==> config.mk <==
export PLATFORM = sky130hd
export DESIGN_NAME = uart_rx
export DESIGN_NICKNAME = d
export VERILOG_FILES = /design/src/rtl/uart_pkg.sv /design/src/rtl/uart_rx_fifo.sv /design/src/rtl/uart_rx.sv
export SDC_FILE = /design/constraint.sdc
export NUM_CORES = 1
export LEC_CHECK = 0
export BUFFER_PORTS_ARGS = -buffer_cell sky130_fd_sc_hd__buf_4
export CORE_UTILIZATION = 62
export CTS_CLUSTER_SIZE = 20
export DETAILED_ROUTE_END_ITERATION = 16
export GPL_ROUTABILITY_DRIVEN = 1
export PLACE_DENSITY_LB_ADDON = 0.12
export SYNTH_ARGS = -nofsm -noshare
export SYNTH_HDL_FRONTEND = slang
export SYNTH_SLANG_ARGS = --single-unit
==> constraint.sdc <==
create_clock -name apb_clk_in -period 4.4 [get_ports apb_clk_in]
set_input_delay 0.22 -clock apb_clk_in [delete_from_list [all_inputs] [get_ports apb_clk_in]]
set_output_delay 0.22 -clock apb_clk_in [all_outputs]
set_load 0.01 [all_outputs]
==> src/rtl/uart_pkg.sv <==
// Shared types and constants for the UART receive path.
package uart_pkg;

  typedef enum logic [2:0] {
    ST_IDLE,
    ST_START,
    ST_DATA,
    ST_PARITY,
    ST_STOP,
    ST_BREAK
  } rx_state_t;

  localparam logic [4:0] TRIG_L0 = 5'd1;
  localparam logic [4:0] TRIG_L1 = 5'd4;
  localparam logic [4:0] TRIG_L2 = 5'd8;
  localparam logic [4:0] TRIG_L3 = 5'd14;

  typedef struct packed {
    logic       bi;
    logic       fe;
    logic       pe;
    logic [7:0] data;
  } rx_entry_t;

  // start + data + optional parity + one stop bit
  function automatic logic [3:0] frame_bits(input logic [1:0] wls, input logic pen);
    return 4'd7 + {2'b00, wls} + {3'b000, pen};
  endfunction

endpackage

==> src/rtl/uart_rx_fifo.sv <==
// Receive FIFO: selectable 1-entry / DEPTH-entry capacity, flush, and a count of flagged entries.
module uart_rx_fifo
  import uart_pkg::*;
#(
  parameter int DEPTH = 16
) (
  input  logic                     clk,
  input  logic                     rst,
  input  logic                     flush,
  input  logic                     fifo_mode,
  input  logic                     push,
  input  rx_entry_t                wdata,
  input  logic                     pop,
  output rx_entry_t                head,
  output logic [$clog2(DEPTH):0]   count,
  output logic                     empty,
  output logic                     err_any,
  output logic                     overrun,
  output logic                     pop_ok
);

  localparam int AW = $clog2(DEPTH);

  rx_entry_t     mem [DEPTH];
  logic [AW-1:0] wr_ptr, rd_ptr;
  logic [AW:0]   cap, err_cnt;
  logic          full, wr_ok, wr_err, pop_err;

  assign cap     = fifo_mode ? (AW+1)'(DEPTH) : (AW+1)'(1);
  assign empty   = (count == '0);
  // >= keeps a FIFO that was filled in FIFO mode "full" after switching to 1-entry mode
  assign full    = (count >= cap);
  assign pop_ok  = pop && !empty;
  assign wr_ok   = push && (!full || pop_ok);
  assign overrun = push && full && !pop_ok;
  assign head    = mem[rd_ptr];
  assign wr_err  = wr_ok && (wdata.bi || wdata.fe || wdata.pe);
  assign pop_err = pop_ok && (head.bi || head.fe || head.pe);
  assign err_any = (err_cnt != '0);

  always_ff @(posedge clk) begin
    if (!rst && !flush && wr_ok) mem[wr_ptr] <= wdata;
  end

  always_ff @(posedge clk) begin
    if (rst || flush) begin
      wr_ptr  <= '0;
      rd_ptr  <= '0;
      count   <= '0;
      err_cnt <= '0;
    end else begin
      if (wr_ok)  wr_ptr <= wr_ptr + 1'b1;
      if (pop_ok) rd_ptr <= rd_ptr + 1'b1;
      case ({wr_ok, pop_ok})
        2'b10:   count <= count + 1'b1;
        2'b01:   count <= count - 1'b1;
        default: ;
      endcase
      case ({wr_err, pop_err})
        2'b10:   err_cnt <= err_cnt + 1'b1;
        2'b01:   err_cnt <= err_cnt - 1'b1;
        default: ;
      endcase
    end
  end

endmodule

==> src/rtl/uart_rx.sv <==
// UART receiver: RXD synchronizer, 16x-oversampled frame FSM, receive FIFO,
// overrun, trigger-level and character-timeout status.
module uart_rx
  import uart_pkg::*;
#(
  parameter int FIFO_DEPTH    = 16,
  parameter int OVERSAMPLE    = 16,
  parameter int TIMEOUT_CHARS = 4
) (
  input  logic       apb_clk_in,
  input  logic       apb_rst_in,
  input  logic       bclk_en_in,
  input  logic       uart_rxd_in,
  input  logic       urrst_in,
  input  logic [1:0] wls_in,
  input  logic       pen_in,
  input  logic       eps_in,
  input  logic       sp_in,
  input  logic       fifoen_in,
  input  logic [1:0] rxfiftl_in,
  input  logic       rxclr_in,
  input  logic       rbr_rd_in,
  input  logic       lsr_rd_in,
  output logic [7:0] rbr_out,
  output logic       dr_out,
  output logic       pe_out,
  output logic       fe_out,
  output logic       bi_out,
  output logic       oe_out,
  output logic       rxfifoe_out,
  output logic       rx_trig_out,
  output logic       rx_timeout_out
);

  localparam int TW = $clog2(OVERSAMPLE);
  localparam int CW = $clog2(FIFO_DEPTH) + 1;
  localparam logic [TW-1:0] MID  = TW'(OVERSAMPLE / 2 - 1);
  localparam logic [TW-1:0] LAST = TW'(OVERSAMPLE - 1);

  logic rst;
  assign rst = apb_rst_in || !urrst_in;

  logic sync1, sync2, rxd;
  always_ff @(posedge apb_clk_in) begin
    if (rst) begin
      sync1 <= 1'b1;
      sync2 <= 1'b1;
    end else begin
      sync1 <= uart_rxd_in;
      sync2 <= sync1;
    end
  end
  assign rxd = sync2;

  rx_state_t     state;
  logic [TW-1:0] tcnt;
  logic [2:0]    bidx, last_idx;
  logic [7:0]    shreg;
  logic          par_bit, par_err, exp_par, is_break, push;
  rx_entry_t     push_entry;

  assign last_idx   = 3'd4 + {1'b0, wls_in};
  assign exp_par    = sp_in ? ~eps_in : (eps_in ? ^shreg : ~^shreg);
  assign is_break   = (shreg == 8'h00) && (!pen_in || !par_bit) && !rxd;
  assign push       = bclk_en_in && (state == ST_STOP) && (tcnt == LAST);
  assign push_entry = '{bi: is_break, fe: !rxd, pe: par_err, data: is_break ? 8'h00 : shreg};

  always_ff @(posedge apb_clk_in) begin
    if (rst) begin
      state   <= ST_IDLE;
      tcnt    <= '0;
      bidx    <= '0;
      shreg   <= '0;
      par_bit <= 1'b0;
      par_err <= 1'b0;
    end else if (bclk_en_in) begin
      tcnt <= (tcnt == LAST) ? '0 : tcnt + 1'b1;
      unique case (state)
        ST_IDLE:
          if (!rxd) begin
            state <= ST_START;
            tcnt  <= '0;
          end
        ST_START:
          if (tcnt == MID) begin
            tcnt <= '0;
            if (rxd) state <= ST_IDLE;
            else begin
              state   <= ST_DATA;
              bidx    <= '0;
              shreg   <= '0;
              par_bit <= 1'b0;
              par_err <= 1'b0;
            end
          end
        ST_DATA:
          if (tcnt == LAST) begin
            shreg[bidx] <= rxd;
            // >= so a word length shrunk mid-frame still terminates
            if (bidx >= last_idx) state <= pen_in ? ST_PARITY : ST_STOP;
            else bidx <= bidx + 1'b1;
          end
        ST_PARITY:
          if (tcnt == LAST) begin
            par_bit <= rxd;
            par_err <= (rxd != exp_par);
            state   <= ST_STOP;
          end
        ST_STOP:
          if (tcnt == LAST) state <= is_break ? ST_BREAK : ST_IDLE;
        ST_BREAK:
          if (rxd) state <= ST_IDLE;
        default: state <= ST_IDLE;
      endcase
    end
  end

  rx_entry_t     head;
  logic [CW-1:0] count;
  logic          empty, err_any, overrun, pop_ok;

  uart_rx_fifo #(.DEPTH(FIFO_DEPTH)) u_fifo (
    .clk       (apb_clk_in),
    .rst       (rst),
    .flush     (rxclr_in),
    .fifo_mode (fifoen_in),
    .push      (push),
    .wdata     (push_entry),
    .pop       (rbr_rd_in),
    .head      (head),
    .count     (count),
    .empty     (empty),
    .err_any   (err_any),
    .overrun   (overrun),
    .pop_ok    (pop_ok)
  );

  logic oe;
  always_ff @(posedge apb_clk_in) begin
    if (rst)                         oe <= 1'b0;
    else if (overrun)                oe <= 1'b1;
    else if (lsr_rd_in || rxclr_in)  oe <= 1'b0;
  end

  logic [4:0] trig_level;
  always_comb begin
    trig_level = TRIG_L0;
    case (rxfiftl_in)
      2'd1:    trig_level = TRIG_L1;
      2'd2:    trig_level = TRIG_L2;
      2'd3:    trig_level = TRIG_L3;
      default: trig_level = TRIG_L0;
    endcase
  end

  // counter saturates at the limit, so the timeout holds until one of the clears
  logic [11:0] to_cnt, to_limit;
  assign to_limit = 12'(TIMEOUT_CHARS * OVERSAMPLE) * {8'h00, frame_bits(wls_in, pen_in)};

  always_ff @(posedge apb_clk_in) begin
    if (rst || !fifoen_in || empty || push || pop_ok || rxclr_in) to_cnt <= '0;
    else if (bclk_en_in && to_cnt < to_limit)                     to_cnt <= to_cnt + 1'b1;
  end

  assign rbr_out        = empty ? 8'h00 : head.data;
  assign dr_out         = !empty;
  assign pe_out         = !empty && head.pe;
  assign fe_out         = !empty && head.fe;
  assign bi_out         = !empty && head.bi;
  assign oe_out         = oe;
  assign rxfifoe_out    = fifoen_in && err_any;
  assign rx_trig_out    = fifoen_in ? (32'(count) >= 32'(trig_level)) : !empty;
  assign rx_timeout_out = fifoen_in && !empty && (to_cnt >= to_limit);

endmodule

==> results.py <==
metrics = {
    "synth": {
        "yosys_warnings": 0,
        "yosysTopAreaCell": "edfxtp_1",
        "synth_edf_count": 176,
        "ys_ff_latch": 233,
        "syn_area_um2": 10230,
        "yosysTopAreaCellShare_pct": 51.66,
        "synth_area_leaders": "edfxtp_1, mux4_2, dfxtp_1",
        "ys.flop_type": "edfxtp_1",
        "ys_seq_area_share_pct": 62.81,
        "synth_nets": 764,
        "avgSynthCellArea_um2": 14.39,
        "synth-async-reset-ratio_pct": 0,
        "syn-instance-count": 711,
        "ys_types": 54,
    },
    "finish": {
        "layout_common_cells": "edfxtp_1, nor2_1, dfxtp_1, mux4_2, buf_4",
        "layout_commonest_cell": "edfxtp_1",
        "nNetsFinal": 808,
        "stdcell_count": 986,
        "area_delta_synth_final_pct": 12.22,
        "fin_area_um2": 11480,
        "diodes": 0,
        "drive_gt1_share_pct": 20.13,
    },
    "place": {
        "post_dp_cell_area_um2": 10750,
        "io_buffers": 31,
        "place_ws_ns": 0.6337,
        "dp_hpwl_um": 13510,
        "dpl.cell_count": 946,
        "gp_congestion": 0.8267,
    },
    "timing": {
        "maxSlewViolCount": 0,
        "layout_min_cycle_time_ns": 3.795,
        "tightest_slew_ns": 1.003,
        "clock_skew_ns": 0.01139,
        "setup_tns_ns": 0,
        "setup_viol": 0,
        "setup_ws_ns": 0.6053,
        "post-route-period-util_pct": 86.24,
        "rsz0062_at_grt": "false",
        "fmax_mhz": 263.5,
        "slew_headroom_pct": 32.89,
        "finalHoldWorstSlack_ns": 0.06712,
        "hold_viol": 0,
    },
    "cts": {
        "clockBufferDepth": 3,
        "htree_levels": 1,
        "cts_resized": 0,
        "cts_tree": "yes",
        "clockRootBuffer": "clkbuf_16",
        "path_clk_slew_ns": 0.06,
        "clk_latency_ns": 0.50,
        "cts_made_buffers": 22,
        "clock_sinks": 233,
    },
    "worst_setup_path": {
        "path_class": "flop to flop",
        "cp-start-kind": "flop",
        "cp-end-kind": "flop",
        "critPathArrivalTime_ns": 4.22,
        "crit_start": "u_fifo.count[1]",
        "required_ns": 4.82,
        "cp_max_fo": 16,
        "reg2reg_depth": 14,
        "timing.rr.start": "u_fifo.count[1]",
    },
    "die": {
        "dieHeight_um": 130.5,
        "pin_count": 32,
        "rows": 46,
        "die_w_um": 130.5,
        "dieArea_um2": 17020,
        "core-area_um2": 16000,
        "initial_core_util_pct": 63.94,
    },
    "detailed_routing": {
        "vias": 6012,
        "drc": 0,
        "wl_um": 21040,
        "post_drt_via_cell_ratio": 6.097,
        "wire_per_inst_um": 21.34,
        "drt_iter0_markers": 431,
        "drtPass1Iterations": 5,
        "ant_nets": 0,
    },
    "power_and_ir_drop": {
        "ir_drop_uv": 292.7,
        "p_leak_uw": 0.003640,
        "power_density_nw_per_um2": 372.6,
    },
    "worst_hold_path": {
        "hold_path_startpoint": "lsr_rd_in",
        "min_path_type": "input pin to flop",
        "hold_depth": 4,
    },
    "outcome": {
        "status": "finished, final reports clean",
    },
    "global_routing": {
        "antenna_found_initial": 0,
        "grt_pass1_vias": 6015,
        "grt_overflow": 0,
        "track_usage_pct": 26.13,
        "grt_pass1_wl_um": 32730,
        "grt_max_degree": 26,
    },
    "run": {
        "drv_cap": 0,
    },
}
## through the flow
stage / total power (µW) / utilization, %
floorplan: 2417 / -
global placement: 2438 / 67.17
detailed placement: 2440 / 67.17
CTS: 4306 / 71.75
global route: 4387 / 71.75
finish: 4278 / 71.75
## Yosys cell counts, types with 2 or more instances
library cell / count
o211ai_1: 2
nand4_1: 6
o21ai_0: 17
o21a_1: 2
fa_1: 2
o31a_1: 2
mux4_2: 53
a31oi_1: 4
or3_1: 7
nor2_1: 77
buf_2: 7
edfxtp_1: 176
inv_1: 32
nand3_1: 11
nand2b_1: 7
a211oi_1: 4
ha_1: 35
xor2_1: 13
a21o_1: 4
or2_2: 6
and2_1: 13
dfxtp_1: 57
nand3b_1: 2
nor2b_1: 10
xnor2_1: 15
clkbuf_1: 21
buf_6: 5
and3_1: 4
and4_1: 2
a22oi_1: 3
a21oi_1: 40
nor3_1: 9
nor4_1: 4
mux2i_1: 6
nand2_1: 32
o31ai_1: 3
## registers in the layout, indices dropped and copies added, names as in the netlist, 3 cells and up, named ones only
name            count
state               3
u_fifo.err_cnt      5
bidx                3
u_fifo.mem        176
u_fifo.rd_ptr       4
to_cnt             12
tcnt                4
u_fifo.wr_ptr       4
shreg               8
u_fifo.count        5
## report_power, final
group,switching (µW),internal [µW],total [µW]
Clock,760,1120,1880
Combinational,31.0,26.1,57.0
Sequential,1.95,2330,2340
Total,793,3490,4280
## critical path: stages, from the launching register on
cell and delay (ns):
dfxtp_1 0.37, or3_1 0.41, or3_1 0.63, a2bb2oi_2 0.33, nand2b_4 0.20, o21bai_1 0.11, ha_1 0.25, inv_1 0.11
fa_1 0.40, nor2b_1 0.18, o21a_1 0.13, nor2_1 0.05, xnor2_1 0.12, or3_1 0.30, a21oi_1 0.14
## per-layer routing
metal / track usage (%) / up-vias / part of all wire [%]
met5: 0 / - / 0
met1: 34.75 / 3048 / 41
met3: 3.013 / 26 / 5.5
li1: - / 2750 / -
met4: 6.626 / 0 / 1.5
met2: 46.21 / 188 / 52
## cells by family after synthesis
| logic type | share of synthesized area [%] |
|---|---|
| flops | 62.81 |
| simple gates | 9.698 |
| compound gates | 5.148 |
| buf+inv | 2.911 |
| fa+ha+maj | 4.672 |
| xor+xnor | 2.397 |
| mux | 12.36 |
## worst paths after layout
path	endpoint	slack [ns]
worst min-delay path	oe_out	0.07
worst min register to register	rxd	0.42
worst max-delay path	u_fifo.err_cnt[4]	0.61
worst max register to register	u_fifo.err_cnt[4]	0.61
## final cells by class
type | count | area, µm²
well taps | 216 | 270.3
clock buffers | 33 | 643.1
clock inverters | 6 | 80.08
flip-flops and latches | 233 | 6429
inverters | 33 | 123.9
fillers | 1099 | 4519
multi-input cells | 411 | 3527
repair buffers | 54 | 407.9
## what timing repair did
action / 4_1_cts / 5_1_grt
hold buffers: 1 / 0
endpoints found under the hold margin: 1 / 0
endpoints found under the setup margin: 0 / 0
buffers inserted: 0 / 0
No activity file was read; power rests on OpenSTA's default activity.
